$ cat config.mk
export PLATFORM = sky130hd
export DESIGN_NAME = ntt_butterfly_post_flat
export DESIGN_NICKNAME = d
export VERILOG_FILES = /design/src/rtl/ntt_butterfly_post_if.sv /design/src/rtl/ntt_butterfly_post.sv /design/src/flat_wrapper.sv
export SDC_FILE = /design/constraint.sdc
export NUM_CORES = 1
export LEC_CHECK = 0
export CORE_ASPECT_RATIO = 1.25
export CORE_UTILIZATION = 58
export CTS_CLUSTER_DIAMETER = 40
export CTS_CLUSTER_SIZE = 8
export DETAILED_ROUTE_END_ITERATION = 12
export PLACE_DENSITY = 0.86
export SETUP_SLACK_MARGIN = 0.5
export SYNTH_ARGS = -nofsm -noshare
export SYNTH_HDL_FRONTEND = slang
export SYNTH_SLANG_ARGS = --single-unit
export TNS_END_PERCENT = 10
$ cat constraint.sdc
create_clock -name clk -period 6.15 [get_ports clk]
set_clock_uncertainty 0.2 [all_clocks]
set_input_delay 1.23 -clock clk [delete_from_list [all_inputs] [get_ports clk]]
set_output_delay 1.23 -clock clk [all_outputs]
set_load 0.02 [all_outputs]
$ cat src/rtl/ntt_butterfly_post_if.sv
// Butterfly-completion bus: reducer-side inputs in, X/Y results out.
// Shared by the butterfly post stage and whatever drives it.
interface ntt_butterfly_post_if #(
    parameter int DATA_WIDTH = 8,
    parameter int CNT_W      = 3
);
    logic                  clr;
    logic                  in_valid;
    logic [DATA_WIDTH-1:0] a_in;
    logic [DATA_WIDTH-1:0] wb_red;
    logic [DATA_WIDTH-1:0] modulus;
    logic                  out_valid;
    logic [DATA_WIDTH-1:0] x_out;
    logic [DATA_WIDTH-1:0] y_out;
    logic [CNT_W-1:0]      bf_cnt;
    logic                  stage_done;

    modport master (
        output clr, in_valid, a_in, wb_red, modulus,
        input  out_valid, x_out, y_out, bf_cnt, stage_done
    );

    modport slave (
        input  clr, in_valid, a_in, wb_red, modulus,
        output out_valid, x_out, y_out, bf_cnt, stage_done
    );
endinterface

$ cat src/rtl/ntt_butterfly_post.sv
// Radix-2 CT butterfly completion: aligns A with the reduced W*B product
// and emits (A+WB) mod q / (A-WB) mod q, counting butterflies per stage.
module ntt_butterfly_post #(
    parameter int DATA_WIDTH = 8,
    parameter int REDUCE_LAT = 2,
    parameter int N_POINTS   = 16
) (
    input logic                clk,
    input logic                rst_n,
    ntt_butterfly_post_if.slave bus
);
    localparam int HALF  = N_POINTS / 2;
    localparam int CNT_W = (HALF > 1) ? $clog2(HALF) : 1;
    localparam logic [CNT_W-1:0] CNT_LAST = CNT_W'(HALF - 1);

    logic [REDUCE_LAT-1:0][DATA_WIDTH-1:0] a_dly_q, a_dly_d;
    logic [REDUCE_LAT-1:0]                 v_dly_q, v_dly_d;
    logic                                  out_valid_q, out_valid_d;
    logic                                  stage_done_q, stage_done_d;
    logic [DATA_WIDTH-1:0]                 x_q, x_d;
    logic [DATA_WIDTH-1:0]                 y_q, y_d;
    logic [CNT_W-1:0]                      cnt_q, cnt_d;

    logic [DATA_WIDTH-1:0] a_d;
    logic                  v_d;
    logic [DATA_WIDTH:0]   q_ext;
    logic [DATA_WIDTH:0]   sum;
    logic [DATA_WIDTH:0]   diff;
    logic [DATA_WIDTH-1:0] x_res;
    logic [DATA_WIDTH-1:0] y_res;

    assign a_d = a_dly_q[REDUCE_LAT-1];
    assign v_d = v_dly_q[REDUCE_LAT-1];

    always_comb begin
        a_dly_d    = a_dly_q;
        v_dly_d    = v_dly_q;
        a_dly_d[0] = bus.a_in;
        v_dly_d[0] = bus.in_valid;
        for (int k = 1; k < REDUCE_LAT; k++) begin
            a_dly_d[k] = a_dly_q[k-1];
            v_dly_d[k] = v_dly_q[k-1];
        end
        // clr drops everything in flight, including this cycle's beat
        if (bus.clr) begin
            v_dly_d = '0;
        end
    end

    always_comb begin
        q_ext = {1'b0, bus.modulus};
        sum   = {1'b0, a_d} + {1'b0, bus.wb_red};
        diff  = {1'b0, a_d} - {1'b0, bus.wb_red};
        x_res = (sum >= q_ext) ? DATA_WIDTH'(sum - q_ext)
                               : DATA_WIDTH'(sum);
        y_res = diff[DATA_WIDTH] ? DATA_WIDTH'(diff + q_ext)
                                 : DATA_WIDTH'(diff);
    end

    always_comb begin
        out_valid_d  = 1'b0;
        stage_done_d = 1'b0;
        x_d          = x_q;
        y_d          = y_q;
        cnt_d        = cnt_q;
        if (bus.clr) begin
            cnt_d = '0;
        end else if (v_d) begin
            out_valid_d = 1'b1;
            x_d         = x_res;
            y_d         = y_res;
            if (cnt_q == CNT_LAST) begin
                cnt_d        = '0;
                stage_done_d = 1'b1;
            end else begin
                cnt_d = cnt_q + 1'b1;
            end
        end
    end

    always_ff @(posedge clk or negedge rst_n) begin
        if (!rst_n) begin
            a_dly_q      <= '0;
            v_dly_q      <= '0;
            out_valid_q  <= 1'b0;
            stage_done_q <= 1'b0;
            x_q          <= '0;
            y_q          <= '0;
            cnt_q        <= '0;
        end else begin
            a_dly_q      <= a_dly_d;
            v_dly_q      <= v_dly_d;
            out_valid_q  <= out_valid_d;
            stage_done_q <= stage_done_d;
            x_q          <= x_d;
            y_q          <= y_d;
            cnt_q        <= cnt_d;
        end
    end

    assign bus.out_valid  = out_valid_q;
    assign bus.stage_done = stage_done_q;
    assign bus.x_out      = x_q;
    assign bus.y_out      = y_q;
    assign bus.bf_cnt     = cnt_q;
endmodule

$ cat src/flat_wrapper.sv
// flat-port wrapper written by rule: the top's interface ports become plain ports
module ntt_butterfly_post_flat 
#(
    parameter int DATA_WIDTH = 8,
    parameter int REDUCE_LAT = 2,
    parameter int N_POINTS   = 16
)
  (clk, rst_n, bus_clr, bus_in_valid, bus_a_in, bus_wb_red, bus_modulus, bus_out_valid, bus_x_out, bus_y_out, bus_bf_cnt, bus_stage_done);
  ntt_butterfly_post_if #(.DATA_WIDTH(DATA_WIDTH), .CNT_W((3))) bus_i ();
  input logic clk;
  input logic rst_n;
  input wire logic [$bits(bus_i.clr)-1:0] bus_clr;
  input wire logic [$bits(bus_i.in_valid)-1:0] bus_in_valid;
  input wire logic [$bits(bus_i.a_in)-1:0] bus_a_in;
  input wire logic [$bits(bus_i.wb_red)-1:0] bus_wb_red;
  input wire logic [$bits(bus_i.modulus)-1:0] bus_modulus;
  output wire logic [$bits(bus_i.out_valid)-1:0] bus_out_valid;
  output wire logic [$bits(bus_i.x_out)-1:0] bus_x_out;
  output wire logic [$bits(bus_i.y_out)-1:0] bus_y_out;
  output wire logic [$bits(bus_i.bf_cnt)-1:0] bus_bf_cnt;
  output wire logic [$bits(bus_i.stage_done)-1:0] bus_stage_done;
  assign bus_i.clr = bus_clr;
  assign bus_i.in_valid = bus_in_valid;
  assign bus_i.a_in = bus_a_in;
  assign bus_i.wb_red = bus_wb_red;
  assign bus_i.modulus = bus_modulus;
  assign bus_out_valid = bus_i.out_valid;
  assign bus_x_out = bus_i.x_out;
  assign bus_y_out = bus_i.y_out;
  assign bus_bf_cnt = bus_i.bf_cnt;
  assign bus_stage_done = bus_i.stage_done;
  ntt_butterfly_post #(.DATA_WIDTH(DATA_WIDTH), .REDUCE_LAT(REDUCE_LAT), .N_POINTS(N_POINTS)) u_core (.clk(clk), .rst_n(rst_n), .bus(bus_i));
endmodule
==> impl_metrics.ini, run 1 <==
[route]
vias_per_cell = 5.62
drtAntennaViolNets = 0
initialDrtViolationCount = 137
dr.pass1.iters = 4
drc = 0
vias = 2269
wl_mm = 5.71
wl_per_cell_um = 14.1

[global_route]
grt_pass1_vias = 2226
grt_pass1_wl_mm = 9.72
grt_max_degree = 40
grt_util_all_layers_pct = 24.4
antenna_found_initial = 0
busiest_layer = met2
grtUsageMet2_pct = 42.9
use_met3_pct = 5.26
overflow = 0
grt_use_met1_pct = 28.1

[timing]
max_freq_ghz = 0.214
max_slew_margin_pct = 44.6
worst_pin_slew_ns = 0.830
drv_slew = 0
fin_ws_ns = 1.49
final.setup.tns_ns = 0
rsz0062_at_grt = no
timing.final.crit_period_ns = 4.66
setup_viol = 0
hold_viol_final = 0
post-route-period-util_pct = 75.8

[die]
num_rows = 28
core_area_sq_um = 4730
die_area_sq_um = 5220
die_w_um = 64.8
pin_count = 49
start_util_pct = 60.5
die_h_um = 80.6

[clocking]
post_cts.repair.setup_buffers = 0
clock-sinks = 39
worstSkewPairLatency_ns = 0.29
h-tree-depth = 2
clock_path_buffers = 2
hold_buffers = 0
clkTransAtPathRegs_ns = 0.08
cts.repair.resized = 0
cts_root_buf = clkbuf_8
cts_tree = built
cts_made_buffers = 5

[pwr]
power-per-cell-area_nw_per_um2 = 297
p_total_w = 0.00104
p_leak_nw = 1.63
ir_drop_mv = 0.149

[cells_and_area]
drive_above_1_share_pct = 6.98
fin_nets = 408
diodes = 0
areaGrowthSynthToFinish_pct = 21.8

[synthesis]
synth-async-reset-ratio_pct = 100
seq_area_frac_synth_pct = 34.1
syn_avg_cell_area_sq_um = 9.67
ys_seq_elements = 39
synth_nets = 361
yosys.cell_types.count = 51
yosysWarnings = 0
syn_area_sq_um = 2860
synthCells = 296
synth-edff-count = 0
ys.flop_type = dfrtp_1

[critical_path]
cpMostUsedCell = ha_1
path_cells = clkdlybuf4s50_1 > inv_1 > ha_1 > nand2b_4 > a2111oi_4 > nor3_1 > xnor2_1 > ha_1 > nand2_1 > o41ai_1 > nand2b_1 > o31a_1 > a41oi_1 > o21ai_1
crit_fanout = 8
crit_path_top_delay_cell = clkdlybuf4s50_1
critPathCaptureType = register
arrival_ns = 4.65
worstSetupPathType = in2reg
start_kind = input pin
critPathRequiredTime_ns = 6.13
slowest_delay_ns = 0.48

[place]
place_congestion = 0.863
io_buffers = 48
pre_cts_ws_ns = 1.22
dp_hpwl_mm = 4.53

[job]
cap_viol_max_count = 0

[worst_hold_path]
hold_class = reg2reg

[status]
status = finished clean
-- final timing paths --
check,from,endpoint,slack (ns),cells after the start
min in group asynchronous,rst_n,u_core.bus.stage_done,0.83,1
setup / recovery,bus_wb_red[2],u_core.bus.x_out[6],1.49,14
setup reg to reg,u_core.a_d[2],u_core.bus.x_out[6],2.57,12
max in group asynchronous,rst_n,u_core.a_dly_d[10],4.39,1
hold reg to reg,u_core.a_dly_d[15],u_core.a_d[7],0.15,0
hold / removal,u_core.a_dly_d[15],u_core.a_d[7],0.15,0
-- per-layer routing --
| metal | wire (um) | vias up |
|---|---|---|
| li1 | - | 1124 |
| met1 | 2370 | 1074 |
| met2 | 2980 | 53 |
| met3 | 168 | 18 |
| met4 | 180 | 0 |
| met5 | 0 | - |
-- cells in the mapped netlist (all sizes together), types with 2 or more instances --
master / number / share of area [%]
o21a: 3 / 1.0
nor2b: 7 / 1.5
o21bai: 3 / 0.79
clkbuf: 3 / 0.39
o21ai: 17 / 3.1
o211ai: 3 / 0.79
inv: 26 / 3.4
nor2: 19 / 2.5
a21oi: 11 / 1.9
fa: 4 / 2.8
nand2: 22 / 3.0
or3: 3 / 0.66
buf: 5 / 1.2
o41ai: 2 / 0.61
a31oi: 7 / 1.5
o31ai: 5 / 2.3
and2: 3 / 0.66
nand2b: 4 / 1.1
xnor2: 15 / 4.6
nor3: 9 / 1.9
o31a: 3 / 0.96
xor2: 8 / 2.4
nand3b: 3 / 0.79
nand3: 8 / 1.4
mux2i: 10 / 3.5
dfrtp: 39 / 34
a21o: 8 / 2.1
or2: 2 / 0.44
ha: 33 / 14
-- flip-flops by register name, summed over array words and instances (netlist names) --
| register | count |
|---|---|
| u_core.a_d | 8 |
| u_core.a_dly_d | 8 |
| u_core.bus.bf_cnt | 3 |
| u_core.bus.out_valid | 1 |
| u_core.bus.stage_done | 1 |
| u_core.bus.x_out | 8 |
| u_core.bus.y_out | 8 |
| u_core.v_dly_q | 2 |
-- worst max-delay path: cells and delay by family --
family / cells / cell delay [ns]
simple gates: 4 / 0.63
fa+ha+maj: 2 / 0.76
compound gates: 5 / 1.31
buf+inv: 2 / 0.53
xor+xnor: 1 / 0.17
-- cell type report --
cell class | count | area (sq um)
inverter | 26 | 97.6
sequential | 39 | 976
multi-input combinational | 223 | 1740
clock inverter | 2 | 35.0
timing repair buffer | 48 | 475
clock buffer | 6 | 82.6
fill | 356 | 1240
tap | 60 | 75.1
-- report_power, final --
group / switching, W / internal, W / leakage [nW]
sequential: 0.0000221 / 0.000301 / 0.476
combinational: 0.000263 / 0.000230 / 1.09
clock: 0.0000901 / 0.000131 / 0.0612
-- kinds of logic after synthesis --
kind of cell             after synthesis  synth area share [%]
adder cells (fa/ha/maj)               37                  17.2
flip-flops                            39                  34.1
multiplexers                          10                  3.50
XOR/XNOR                              23                  7.04
AO/OA/AOI/OAI                         71                  18.7
buffers and inverters                 34                  4.98
AND/OR/NAND/NOR                       82                  14.5
-- layout by cell type, fill, tap and decap left out, drive strengths merged, types with 9 or more instances in the layout --
cell type | synthesis | layout
a21oi | 11 | 11
ha | 33 | 33
inv | 26 | 26
xnor2 | 15 | 15
nand2 | 22 | 22
clkdlybuf4s50 | 0 | 47
dfrtp | 39 | 39
nor3 | 9 | 9
mux2i | 10 | 10
nor2 | 19 | 19
o21ai | 17 | 17
-- through the flow --
step | util, % | instance area (sq um) | instances | hold slack [ns]
global placement | 71.2 | 3370 | 396 | 0.133
detailed placement | 71.2 | 3370 | 396 | 0.138
floorplan | - | 2860 | 296 | 0.131
CTS | 73.7 | 3490 | 404 | 0.157
finish | 73.7 | 3490 | 404 | 0.150
global route | 73.7 | 3490 | 404 | 0.161
Note: power is estimated with default switching activity, not from simulation.
==> inputs of run 2 (changes only) <==
Settings changed: CORE_UTILIZATION 58 to 54, PLACE_DENSITY 0.86 to 0.81.
Clock period 6.15 ns to 4.4 ns, I/O delays scaled along.
==> impl_metrics.ini, run 2 (same netlist as run 1, synthesis figures left out) <==
[pwr]
p_leak_nw = 1.73
p_total_w = 0.00147
ir_drop_mv = 0.216
seqPwrFrac_pct = 30.6
combPwrFrac_pct = 53.4
power_switching_w = 0.000565
power-per-cell-area_nw_per_um2 = 392
swShare_pct = 38.3
p_int_w = 0.000909
p_clk_share_pct = 16.0

[global_route]
grt_util_all_layers_pct = 23.3
overflow = 0
grt_max_degree = 40
antenna_found_initial = 0
grt_pass1_vias = 2261
grt_pass1_wl_mm = 9.91

[critical_path]
start_kind = input pin
critPathRequiredTime_ns = 4.41
crit_family = adder cells
arrival_ns = 3.99
crit_fanout = 7
path_cells = clkdlybuf4s50_1 > ha_2 > fa_2 > nand2b_4 > a21oi_1 > nor2_1 > xor2_1 > ha_2 > nand2_2 > o41ai_4 > nand2b_4 > buf_4 > o31ai_4 > nor3_2 > o31ai_2
worstSetupPathType = in2reg
crit_path_top_delay_cell = clkdlybuf4s50_1
critPathBufInv = 2
slowest_delay_ns = 0.44
critPathCaptureType = register

[timing]
drv_slew = 0
hold_viol_final = 0
post-route-period-util_pct = 90.4
setup_viol = 0
worst_pin_slew_ns = 0.836
max_freq_ghz = 0.251
timing.final.crit_period_ns = 3.98
final.setup.tns_ns = 0
fin_ws_ns = 0.421
rsz0062_at_grt = yes
max_slew_margin_pct = 44.3

[clocking]
clkTransAtPathRegs_ns = 0.08
cts_made_buffers = 5
h-tree-depth = 2
clock-sinks = 39
clock_path_buffers = 2
cts_tree = built
hold_buffers = 0
worstSkewPairLatency_ns = 0.29
cts_root_buf = clkbuf_8

[die]
pin_count = 49
num_rows = 29
start_util_pct = 56.4
core_area_sq_um = 5080
die_h_um = 83.4
die_area_sq_um = 5600
die_w_um = 67.1

[route]
drc = 0
drtAntennaViolNets = 0
vias = 2343
vias_per_cell = 5.57
wl_mm = 6.27
initialDrtViolationCount = 75
dr.pass1.iters = 4
wl_per_cell_um = 14.9

[place]
pre_cts_ws_ns = 0.00194
place_area_sq_um = 3420
place_congestion = 0.888
dp_hpwl_mm = 4.68
io_buffers = 48

[worst_hold_path]
hold_class = reg2reg

[cells_and_area]
drive_above_1_share_pct = 18.1
layout_common_cells = clkdlybuf4s50_1 (46), dfrtp_1 (39), inv_1 (26), ha_1 (25), nand2_1 (20)
layout_commonest_cell = clkdlybuf4s50_1
stdcell_area_sq_um = 3760
diodes = 0
areaGrowthSynthToFinish_pct = 31.2
fin_nets = 423

[job]
cap_viol_max_count = 0

[status]
status = finished clean
[run 2: changes by cell type in the layout (fill, tap and decap cells not counted), moves of 3 or more]
| cell | previous run | this run |
|---|---|---|
| a21oi_1 | 11 | 8 |
| buf_4 | 0 | 14 |
| ha_1 | 33 | 25 |
| ha_2 | 0 | 5 |
| ha_4 | 0 | 3 |
| nor3_1 | 7 | 4 |
| xnor2_1 | 15 | 12 |
| xnor2_2 | 0 | 3 |
[run 2: final cells by class]
| class | count | area, sq um |
|---|---|---|
| multi-input combinational | 223 | 1930 |
| fill | 342 | 1320 |
| sequential | 39 | 976 |
| timing repair buffer | 63 | 594 |
| inverter | 26 | 97.6 |
| tap | 62 | 77.6 |
| clock buffer | 7 | 76.3 |
| clock inverter | 1 | 5.00 |
[run 2: power groups by stage]
stage                     Sequential, W  Combinational (W)  Clock, W
after CTS                      0.000452           0.000720  0.000242
after global placement         0.000456           0.000681         0
after detailed placement       0.000459           0.000699         0
final                          0.000452           0.000787  0.000235
after floorplan                0.000525           0.000394         0
after global routing           0.000460           0.000855  0.000258
[run 2: final timing paths]
kind	from	to	cells after the start	slack [ns]
max in group asynchronous	rst_n	u_core.a_d[2]	1	2.99
worst min register to register	u_core.a_dly_d[14]	u_core.a_d[6]	0	0.15
worst max register to register	u_core.a_d[0]	u_core.bus.x_out[2]	14	1.07
min in group asynchronous	rst_n	u_core.bus.bf_cnt[0]	1	0.49
worst min-delay path	u_core.a_dly_d[14]	u_core.a_d[6]	0	0.15
worst max-delay path	bus_wb_red[0]	u_core.bus.x_out[2]	15	0.42
[run 2: timing repair]
| action | CTS | global route |
|---|---|---|
| pin swaps | 7 | 18 |
| setup buffers | 4 | 4 |
| resized for setup | 6 | 30 |
| setup endpoints to repair | 10 | 10 |
[run 2: metrics by stage]
| step | hold slack (ns) | instances | utilization [%] |
|---|---|---|---|
| 6_report | 0.152 | 421 | 74.0 |
| 5_1_grt | 0.157 | 421 | 74.0 |
| 4_1_cts | 0.154 | 417 | 70.3 |
| 3_5_place_dp | 0.136 | 405 | 67.4 |
| 3_3_place_gp | 0.132 | 405 | 67.4 |
| 2_1_floorplan | 0.131 | 296 | - |
[run 2: worst register-to-register path, stage by stage, from the launching register on]
cell	delay (ns)
dfrtp_1	0.39
ha_2	0.20
fa_2	0.37
nand2b_4	0.10
a21oi_1	0.07
nor2_1	0.16
xor2_1	0.30
ha_2	0.32
nand2_2	0.10
o41ai_4	0.42
nand2b_4	0.07
buf_4	0.14
o31ai_4	0.10
nor3_2	0.08
o31ai_2	0.22
[run 2: layer usage]
| layer | vias to the layer above | wire (um) | global-route usage, % |
|---|---|---|---|
| li1 | 1156 | - | - |
| met1 | 1110 | 2580 | 27.3 |
| met2 | 61 | 3300 | 39.5 |
| met3 | 16 | 194 | 3.98 |
| met4 | 0 | 191 | 11.4 |
| met5 | - | 0 | 0 |
==> inputs of run 3 (changes only) <==
Settings changed: HOLD_SLACK_MARGIN set to 0.1, RECOVER_POWER set to 25.
==> impl_metrics.ini, run 3 (same netlist as run 1, synthesis figures left out) <==
[pwr]
ir_drop_mv = 0.216
power-per-cell-area_nw_per_um2 = 392
seqPwrFrac_pct = 30.7
swShare_pct = 38.4
p_clk_share_pct = 16.0
power_switching_w = 0.000564
p_leak_nw = 1.73
p_total_w = 0.00147
combPwrFrac_pct = 53.4
p_int_w = 0.000907

[cells_and_area]
layoutNonFillerInstCount = 421
fillers = 342
drive_above_1_share_pct = 17.8
areaGrowthSynthToFinish_pct = 31.2
layout_common_cells = dfrtp_1 (39), clkdlybuf4s50_1 (37), inv_1 (26), ha_1 (25), nand2_1 (20)
fin_nets = 423
layout_commonest_cell = dfrtp_1
diodes = 0

[critical_path]
crit_family = adder cells
slowest_delay_ns = 0.44
critPathRequiredTime_ns = 4.41
reg2regPathDepth = 14
arrival_ns = 3.99
worstSetupPathType = in2reg
worst-r2r-setup-slack_ns = 1.07
r2r-start = u_core.a_d[0]
critPathBufInv = 2
path_cells = clkdlybuf4s50_1 > ha_2 > fa_2 > nand2b_4 > a21oi_1 > nor2_1 > xor2_1 > ha_2 > nand2_2 > o41ai_4 > nand2b_4 > buf_4 > o31ai_4 > nor3_2 > o31ai_2
crit_fanout = 7
reg2reg_to = u_core.bus.x_out[2]
critPathCaptureType = register
crit_path_top_delay_cell = clkdlybuf4s50_1
start_kind = input pin

[route]
vias_per_cell = 5.56
vias = 2342
wl_per_cell_um = 14.9
drtAntennaViolNets = 0
initialDrtViolationCount = 75
dr.pass1.iters = 4
wl_mm = 6.26
drc = 0

[clocking]
cts_root_buf = clkbuf_8
cts_made_buffers = 5
worstSkewPairLatency_ns = 0.29
cts_tree = built
clock_path_buffers = 2
h-tree-depth = 2
clkTransAtPathRegs_ns = 0.08
hold_buffers = 0
clock-sinks = 39

[global_route]
antenna_found_initial = 0
grt_pass1_wl_mm = 9.91
overflow = 0
grt_max_degree = 40
grt_util_all_layers_pct = 23.3
grt_pass1_vias = 2261

[timing]
hold_viol_final = 0
max_slew_margin_pct = -33.3
rsz0062_at_grt = yes
max_freq_ghz = 0.251
setup_viol = 0
timing.final.crit_period_ns = 3.98
post-route-period-util_pct = 90.4
worst_pin_slew_ns = 2.00
final.setup.tns_ns = 0
drv_slew = 40

[die]
pin_count = 49
die_area_sq_um = 5600
core_area_sq_um = 5080
start_util_pct = 56.4
die_h_um = 83.4
num_rows = 29
die_w_um = 67.1

[place]
dp_cells = 405
io_buffers = 48
place_congestion = 0.888
dp_hpwl_mm = 4.68

[worst_hold_path]
hp-start = u_core.a_dly_d[14]
min_path_cells = 0
min_to = u_core.a_d[6]
hold_class = reg2reg

[status]
violations = capacitance limit, slew limit
status = complete, but fails checks

[job]
cap_viol_max_count = 1
## run 3: power by group through the flow
stage	combinational (W)	sequential, W	clock, W
5_1_grt	0.000854	0.000460	0.000258
2_1_floorplan	0.000394	0.000525	0
6_report	0.000785	0.000452	0.000235
4_1_cts	0.000720	0.000452	0.000242
3_5_place_dp	0.000699	0.000459	0
3_3_place_gp	0.000681	0.000456	0
## run 3: layout make-up
class,instances,area [sq um],area share [%]
multi-input cells,223,1930,51.4
flip-flops and latches,39,976,26.0
repair buffers,63,593,15.8
inverters,26,97.6,2.60
well taps,62,77.6,2.07
clock buffers,7,76.3,2.03
clock inverters,1,5.00,0.133
## run 3: metal layers
metal  global-route usage, %  routed length [um]  up-vias
met4                    11.4                 191        0
met2                    39.5                3300       61
li1                        -                   -     1156
met5                       0                   0        -
met1                    27.3                2580     1109
met3                    3.98                 194       16
## run 3: worst max path at each step
stage	startpoint	end	slack (ns)	cells past startpoint
3_5_place_dp	bus_wb_red[0]	u_core.bus.y_out[7]	0.002	14
4_1_cts	bus_wb_red[0]	u_core.bus.x_out[2]	0.47	15
5_1_grt	bus_wb_red[3]	u_core.bus.x_out[6]	0.30	14
3_3_place_gp	bus_wb_red[0]	u_core.bus.y_out[7]	0.05	14
6_report	bus_wb_red[0]	u_core.bus.x_out[2]	0.42	15
2_1_floorplan	bus_wb_red[2]	u_core.bus.x_out[6]	0.59	14
## run 3: through the flow
| step | hold slack (ns) | util, % | worst slack (ns) | instance area (sq um) |
|---|---|---|---|---|
| 5_1_grt | 0.157 | 73.9 | 0.302 | 3760 |
| 3_5_place_dp | 0.136 | 67.4 | 0.00194 | 3420 |
| 3_3_place_gp | 0.132 | 67.4 | 0.0493 | 3420 |
| 6_report | 0.152 | 73.9 | 0.421 | 3760 |
| 2_1_floorplan | 0.131 | - | 0.585 | 2860 |
| 4_1_cts | 0.154 | 70.3 | 0.470 | 3570 |
## run 3: repair_timing
action,in CTS,in global routing
gates resized for setup,6,30
endpoints found under the setup margin,10,10
pin swaps,7,18
setup buffers,4,4
